==> config.mk <==
export PLATFORM = sky130hd
export DESIGN_NAME = load_store_unit
export DESIGN_NICKNAME = d
export VERILOG_FILES = /design/src/rtl/lsu_pkg.sv /design/src/rtl/lsu_data_align.sv /design/src/rtl/load_store_unit.sv
export SDC_FILE = /design/constraint.sdc
export NUM_CORES = 1
export LEC_CHECK = 0
export ABC_AREA = 1
export ABC_CLOCK_PERIOD_IN_PS = 8550
export BUFFER_PORTS_ARGS = -buffer_cell sky130_fd_sc_hd__buf_4
export CORE_ASPECT_RATIO = 0.5
export CORE_UTILIZATION = 48
export CTS_CLUSTER_SIZE = 25
export DETAILED_ROUTE_END_ITERATION = 12
export PLACE_DENSITY = 0.86
export SLEW_MARGIN = 20
export SYNTH_ARGS = -nofsm -noshare
export SYNTH_HDL_FRONTEND = slang
export SYNTH_SLANG_ARGS = --single-unit
==> constraint.sdc <==
create_clock -name clk -period 8.55 [get_ports clk]
set_input_delay 1.71 -clock clk [delete_from_list [all_inputs] [get_ports clk]]
set_output_delay 1.71 -clock clk [all_outputs]
set_load 0.02 [all_outputs]
==> src/rtl/lsu_pkg.sv <==
// rtl/lsu_pkg.sv - shared types and helpers for the load/store unit
package lsu_pkg;

  typedef enum logic [1:0] {SZ_B, SZ_H, SZ_W, SZ_D} size_e;

  typedef enum logic [1:0] {IDLE, READ, WRITE, RESP} state_e;

  function automatic logic [3:0] size_bytes(size_e size);
    case (size)
      SZ_B:    return 4'd1;
      SZ_H:    return 4'd2;
      SZ_W:    return 4'd4;
      default: return 4'd8;
    endcase
  endfunction

endpackage

==> src/rtl/lsu_data_align.sv <==
// rtl/lsu_data_align.sv - store-line merge and load-data extension
module lsu_data_align
  import lsu_pkg::*;
(
  input  size_e       size,
  input  logic        is_unsigned,
  input  logic [63:0] line,
  input  logic [63:0] wdata,
  output logic [63:0] store_line,
  output logic [63:0] load_data
);

  logic sign_b, sign_h, sign_w;

  assign sign_b = ~is_unsigned & line[7];
  assign sign_h = ~is_unsigned & line[15];
  assign sign_w = ~is_unsigned & line[31];

  // Low N bytes come from the store data, the rest keep the fetched line.
  always_comb begin
    store_line = line;
    for (int i = 0; i < 8; i++) begin
      if (4'(i) < size_bytes(size)) store_line[8*i +: 8] = wdata[8*i +: 8];
    end
  end

  always_comb begin
    load_data = line;
    case (size)
      SZ_B:    load_data = {{56{sign_b}}, line[7:0]};
      SZ_H:    load_data = {{48{sign_h}}, line[15:0]};
      SZ_W:    load_data = {{32{sign_w}}, line[31:0]};
      default: load_data = line;
    endcase
  end

endmodule

==> src/rtl/load_store_unit.sv <==
// rtl/load_store_unit.sv - memory-stage load/store unit with read-modify-write stores
module load_store_unit
  import lsu_pkg::*;
#(
  parameter int MEM_BYTES = 256
) (
  input  logic        clk,
  input  logic        rst,
  input  logic        req_valid,
  output logic        req_ready,
  input  logic        req_we,
  input  logic [1:0]  req_size,
  input  logic        req_unsigned,
  input  logic [63:0] req_addr,
  input  logic [63:0] req_wdata,
  output logic        resp_valid,
  output logic [63:0] resp_rdata,
  output logic        resp_err,
  output logic [63:0] mem_adr,
  output logic [63:0] mem_datain,
  output logic        mem_w,
  output logic        mem_r,
  input  logic [63:0] mem_dataout
);

  localparam logic [63:0] LAST_ADDR = 64'(MEM_BYTES - 8);

  state_e      state_q, state_d;
  logic        we_q, uns_q, err_q;
  size_e       size_q;
  logic [63:0] addr_q, wdata_q, line_q;
  logic [63:0] store_line, load_data;
  logic        accept, req_err;

  assign req_ready = (state_q == IDLE);
  assign accept    = req_valid & req_ready;
  assign req_err   = (req_addr > LAST_ADDR);

  always_ff @(posedge clk or posedge rst) begin
    if (rst) begin
      state_q <= IDLE;
      we_q    <= 1'b0;
      uns_q   <= 1'b0;
      err_q   <= 1'b0;
      size_q  <= SZ_B;
      addr_q  <= '0;
      wdata_q <= '0;
      line_q  <= '0;
    end else begin
      state_q <= state_d;
      if (accept) begin
        we_q    <= req_we;
        uns_q   <= req_unsigned;
        err_q   <= req_err;
        size_q  <= size_e'(req_size);
        addr_q  <= req_addr;
        wdata_q <= req_wdata;
      end
      // Memory output is only meaningful while mem_r is driven.
      if (state_q == READ) line_q <= mem_dataout;
    end
  end

  always_comb begin
    state_d = state_q;
    case (state_q)
      IDLE: begin
        if (accept) begin
          if (req_err)                          state_d = RESP;
          else if (req_we && req_size == 2'b11) state_d = WRITE;
          else                                  state_d = READ;
        end
      end
      READ:    state_d = we_q ? WRITE : RESP;
      WRITE:   state_d = RESP;
      default: state_d = IDLE;
    endcase
  end

  lsu_data_align u_align (
    .size        (size_q),
    .is_unsigned (uns_q),
    .line        (line_q),
    .wdata       (wdata_q),
    .store_line  (store_line),
    .load_data   (load_data)
  );

  assign mem_adr    = addr_q;
  assign mem_r      = (state_q == READ);
  assign mem_w      = (state_q == WRITE);
  assign mem_datain = mem_w ? store_line : '0;
  assign resp_valid = (state_q == RESP);
  assign resp_err   = resp_valid & err_q;
  assign resp_rdata = (resp_valid && !we_q && !err_q) ? load_data : '0;

endmodule

==> results.md <==
* Status: complete, no violations
* Global routing usage on met1 at 34.48%
* Die Outline Area at 19860 sq um
* Dpl cells at 1777
* GPL Wtd Cong at 0.9507
* Post-Route Skew at 0.01260 ns
* Routed via count divided by cell count at 5.035
* Die boundary height at 100.2 microns
* H-tree levels at 4
* Number of hold buffers added after CTS at 0
* Required time at the endpoint of the critical path at 6.84 ns
* Highest attainable clock frequency at 211.1 MHz
* Starting density of the core at 49.69%
* CP Max Fanout at 66
* Worst r2r path cells at 5
* Layout area overhead at 39.49%
* Worst flop-to-flop path endpoint: mem_adr[23]$_DFFE_PP0P_
* Leakage power figure at 7.051 nW
* First-pass GRT wire length at 44040 microns
* Part of the cycle the worst path needs at 55.40%
* Remaining Overflow, GRT at 0
* Total CTS buffers at 17
* Worst VDD drop at 0.2048 mV
* Type of element capturing the critical path: primary output
* Chain of cells forming the critical path: nand2_4 > inv_2 > o211ai_4 > buf_4 > a21oi_1 > buf_4
* Number of hold-slack violations in the final timing report at 0
* Post-synthesis register bit count at 199
* Ant diodes at 0
* Initial detailed-routing violation count at 476
* Clock transition at the registers of the reported paths at 0.07 ns
* Post-layout net count at 1740
* Biggest area consumer among synthesized cells: dfrtp_1
* Nets in the synthesized netlist at 1390
* Average instance area after synthesis at 7.792 sq um
* Final WL at 28100 microns
* Type of element launching the critical path: flip-flop
* Number of standard cells in the final layout excluding fillers at 1809
* Hold Crit Depth at 2
* Critical path arrival at 3.03 ns
* Cell area after synthesis at 9249 sq um
* Met2 Resource Use GR at 49.39%
* Most Used Layer, Global Route: met2
* Final min period at 4.737 ns
* Kind of cell adding the most delay to the critical path: buffers and inverters
* CTS tree: done
* Yosys synthesis warning count at 0
* Routed len/inst at 15.53 microns
* Cell at the root of the clock tree: clkbuf_16
* Worst slew pin tran at 0.9660 ns
* Core region area at 18610 sq um
* Crit path largest cell delay at 0.55 ns
* Max-slew violations at 0
* Share of Yosys cell area claimed by the top area cell type at 53.84%
* Final setup vio count at 0
* Initial antenna violation count at 0
* Type of the worst setup path: reg2out
* Fraction of layout cells with a size suffix above 1 at 30.84%
* Buffers added on ports at 395
* Maximum number of pins on one net before global-route repair at 141
* Routing usage on met3 at 6.250%
* Yosys cell types at 22
* Later-pin clock latency in the skew report at 0.42 ns
* Count of standard-cell rows at 35
* Pwr/cell area at 349.8 nW/um^2
* Number of max-cap violations at 0
* End of the worst hold path: wdata_q[32]$_DFFE_PP0P_
* Worst-case headroom to the max-slew limit at 35.51%
* Via count of the first global-routing pass at 8935
* Setup Fix Bufs, Post-CTS at 0
* Boundary pin count at 396
* Post-DP HPWL at 20180 microns
* DRC violation count after routing at 0
* Clock Sinks at 199
* Startpoint of the lowest-slack hold path: wdata_q[32]$_DFFE_PP0P_
* Worst min path class: reg2reg
* Top area cells in the synthesized netlist: dfrtp_1, nand2_1, o21ai_0
* Width of the die at 198.3 microns
* Most repeated library cell on the critical path: buf_4
* Sequential-to-total area share from yosys stat at 53.84%
* Gate count of the mapped netlist at 1187
* Detailed-routing iteration count for the pre-antenna-repair pass at 5
* Resized cells post-CTS at 0
* Worst flop-to-flop path startpoint: state_q[0]$_DFFE_PP0P_
* Clock tree buffer depth at 2
* R2R Setup Slk at 5.99 ns
* Critical-path top delay cell: inv_2
* DRT antenna net count at 0
* Global router's overall resource usage at 28.27%
* Critical path buffer and inverter count at 3
* Unrepaired setup endpoints after global routing: false
* Detailed-route via count at 9109
* Accumulated negative setup slack at 0 ns
-- per-layer routing --
layer | share of wire (%) | wire (microns) | up-vias
li1 | - | - | 4373
met1 | 40 | 11220 | 4356
met2 | 51 | 14220 | 312
met3 | 6.4 | 1795 | 68
met4 | 3.1 | 873 | 0
met5 | 0 | 0 | -
-- final cells by class --
type	instances	area, sq um
multi-input cells	793	3543
repair buffers	402	3025
clock buffers	19	432.9
clock inverters	13	121.4
well taps	259	324.1
fillers	1500	5710
inverters	124	474.2
flip-flops and latches	199	4980
-- sequential cells by signal (all words and copies together) (netlist names) --
register and cells:
line_q 64, mem_adr 64, wdata_q 64, size_q 2, state_q 2, err_q 1, uns_q 1, we_q 1
-- where the power goes --
part	internal [W]	switching [W]	total (W)
clock	0.000407	0.000371	0.000778
sequential	0.00139	0.000219	0.00161
combinational	0.000744	0.00138	0.00213
total	0.00254	0.00197	0.00451
-- cell usage after synthesis, drive strengths merged --
cell	instances
nand2	472
nand3	12
o211ai	1
o21ai	159
buf	7
clkbuf	64
ha	4
dfrtp	199
inv	123
a31oi	1
nor2	40
nor3	6
a21oi	98
clkinv	1
-- how the worst max path moves through the flow --
stage                     slack [ns]                   from                end  depth (start not counted)
final                           3.81  size_q[1]$_DFFE_PP0P_     resp_rdata[32]                          6
after global routing            3.59  size_q[1]$_DFFE_PP0P_     resp_rdata[32]                          6
after CTS                       3.36  size_q[1]$_DFFE_PP0P_     resp_rdata[32]                          6
after detailed placement        3.82  size_q[1]$_DFFE_PP0P_     resp_rdata[32]                          6
after global placement          3.95  size_q[0]$_DFFE_PP0P_     resp_rdata[32]                          6
after floorplan                 1.41                    rst  err_q$_DFFE_PP0P_                          1
-- cell usage in the layout (no fill, tap or decap), types with 4 or more instances in the layout --
cell type / count
o21ai_0: 159
clkinv_2: 4
inv_6: 5
dfrtp_1: 199
nand3_1: 12
clkbuf_16: 17
inv_2: 4
nor3_1: 4
inv_1: 118
nor2_1: 39
a21oi_2: 31
buf_4: 400
a21oi_1: 67
nand2_1: 469
-- metrics by stage --
step / util, % / hold WS, ns / cell area (sq um) / total power [W] / setup slack (ns)
finish: 69.32 / 0.4749 / 12900 / 0.004512 / 3.813
global placement: 66.27 / 0.4577 / 12330 / 0.003652 / 3.947
floorplan: - / 0.4436 / 9249 / 0.002897 / 1.414
global route: 69.32 / 0.4971 / 12900 / 0.004829 / 3.595
CTS: 69.25 / 0.4793 / 12890 / 0.004524 / 3.361
detailed placement: 66.27 / 0.4606 / 12330 / 0.003740 / 3.823
-- tightest hold or removal path: stages (launching register included) --
cell and delay, ns:
dfrtp_1 0.34, nand2_1 0.05, nand2_1 0.05
-- cell families after synthesis --
kind of cell,Yosys count,share of synthesized area (%)
compound gates,259,15.46
flops,199,53.84
simple gates,530,21.98
fa+ha+maj,4,0.5411
buf+inv,195,8.171
Power figures use the tool's default switching activity.
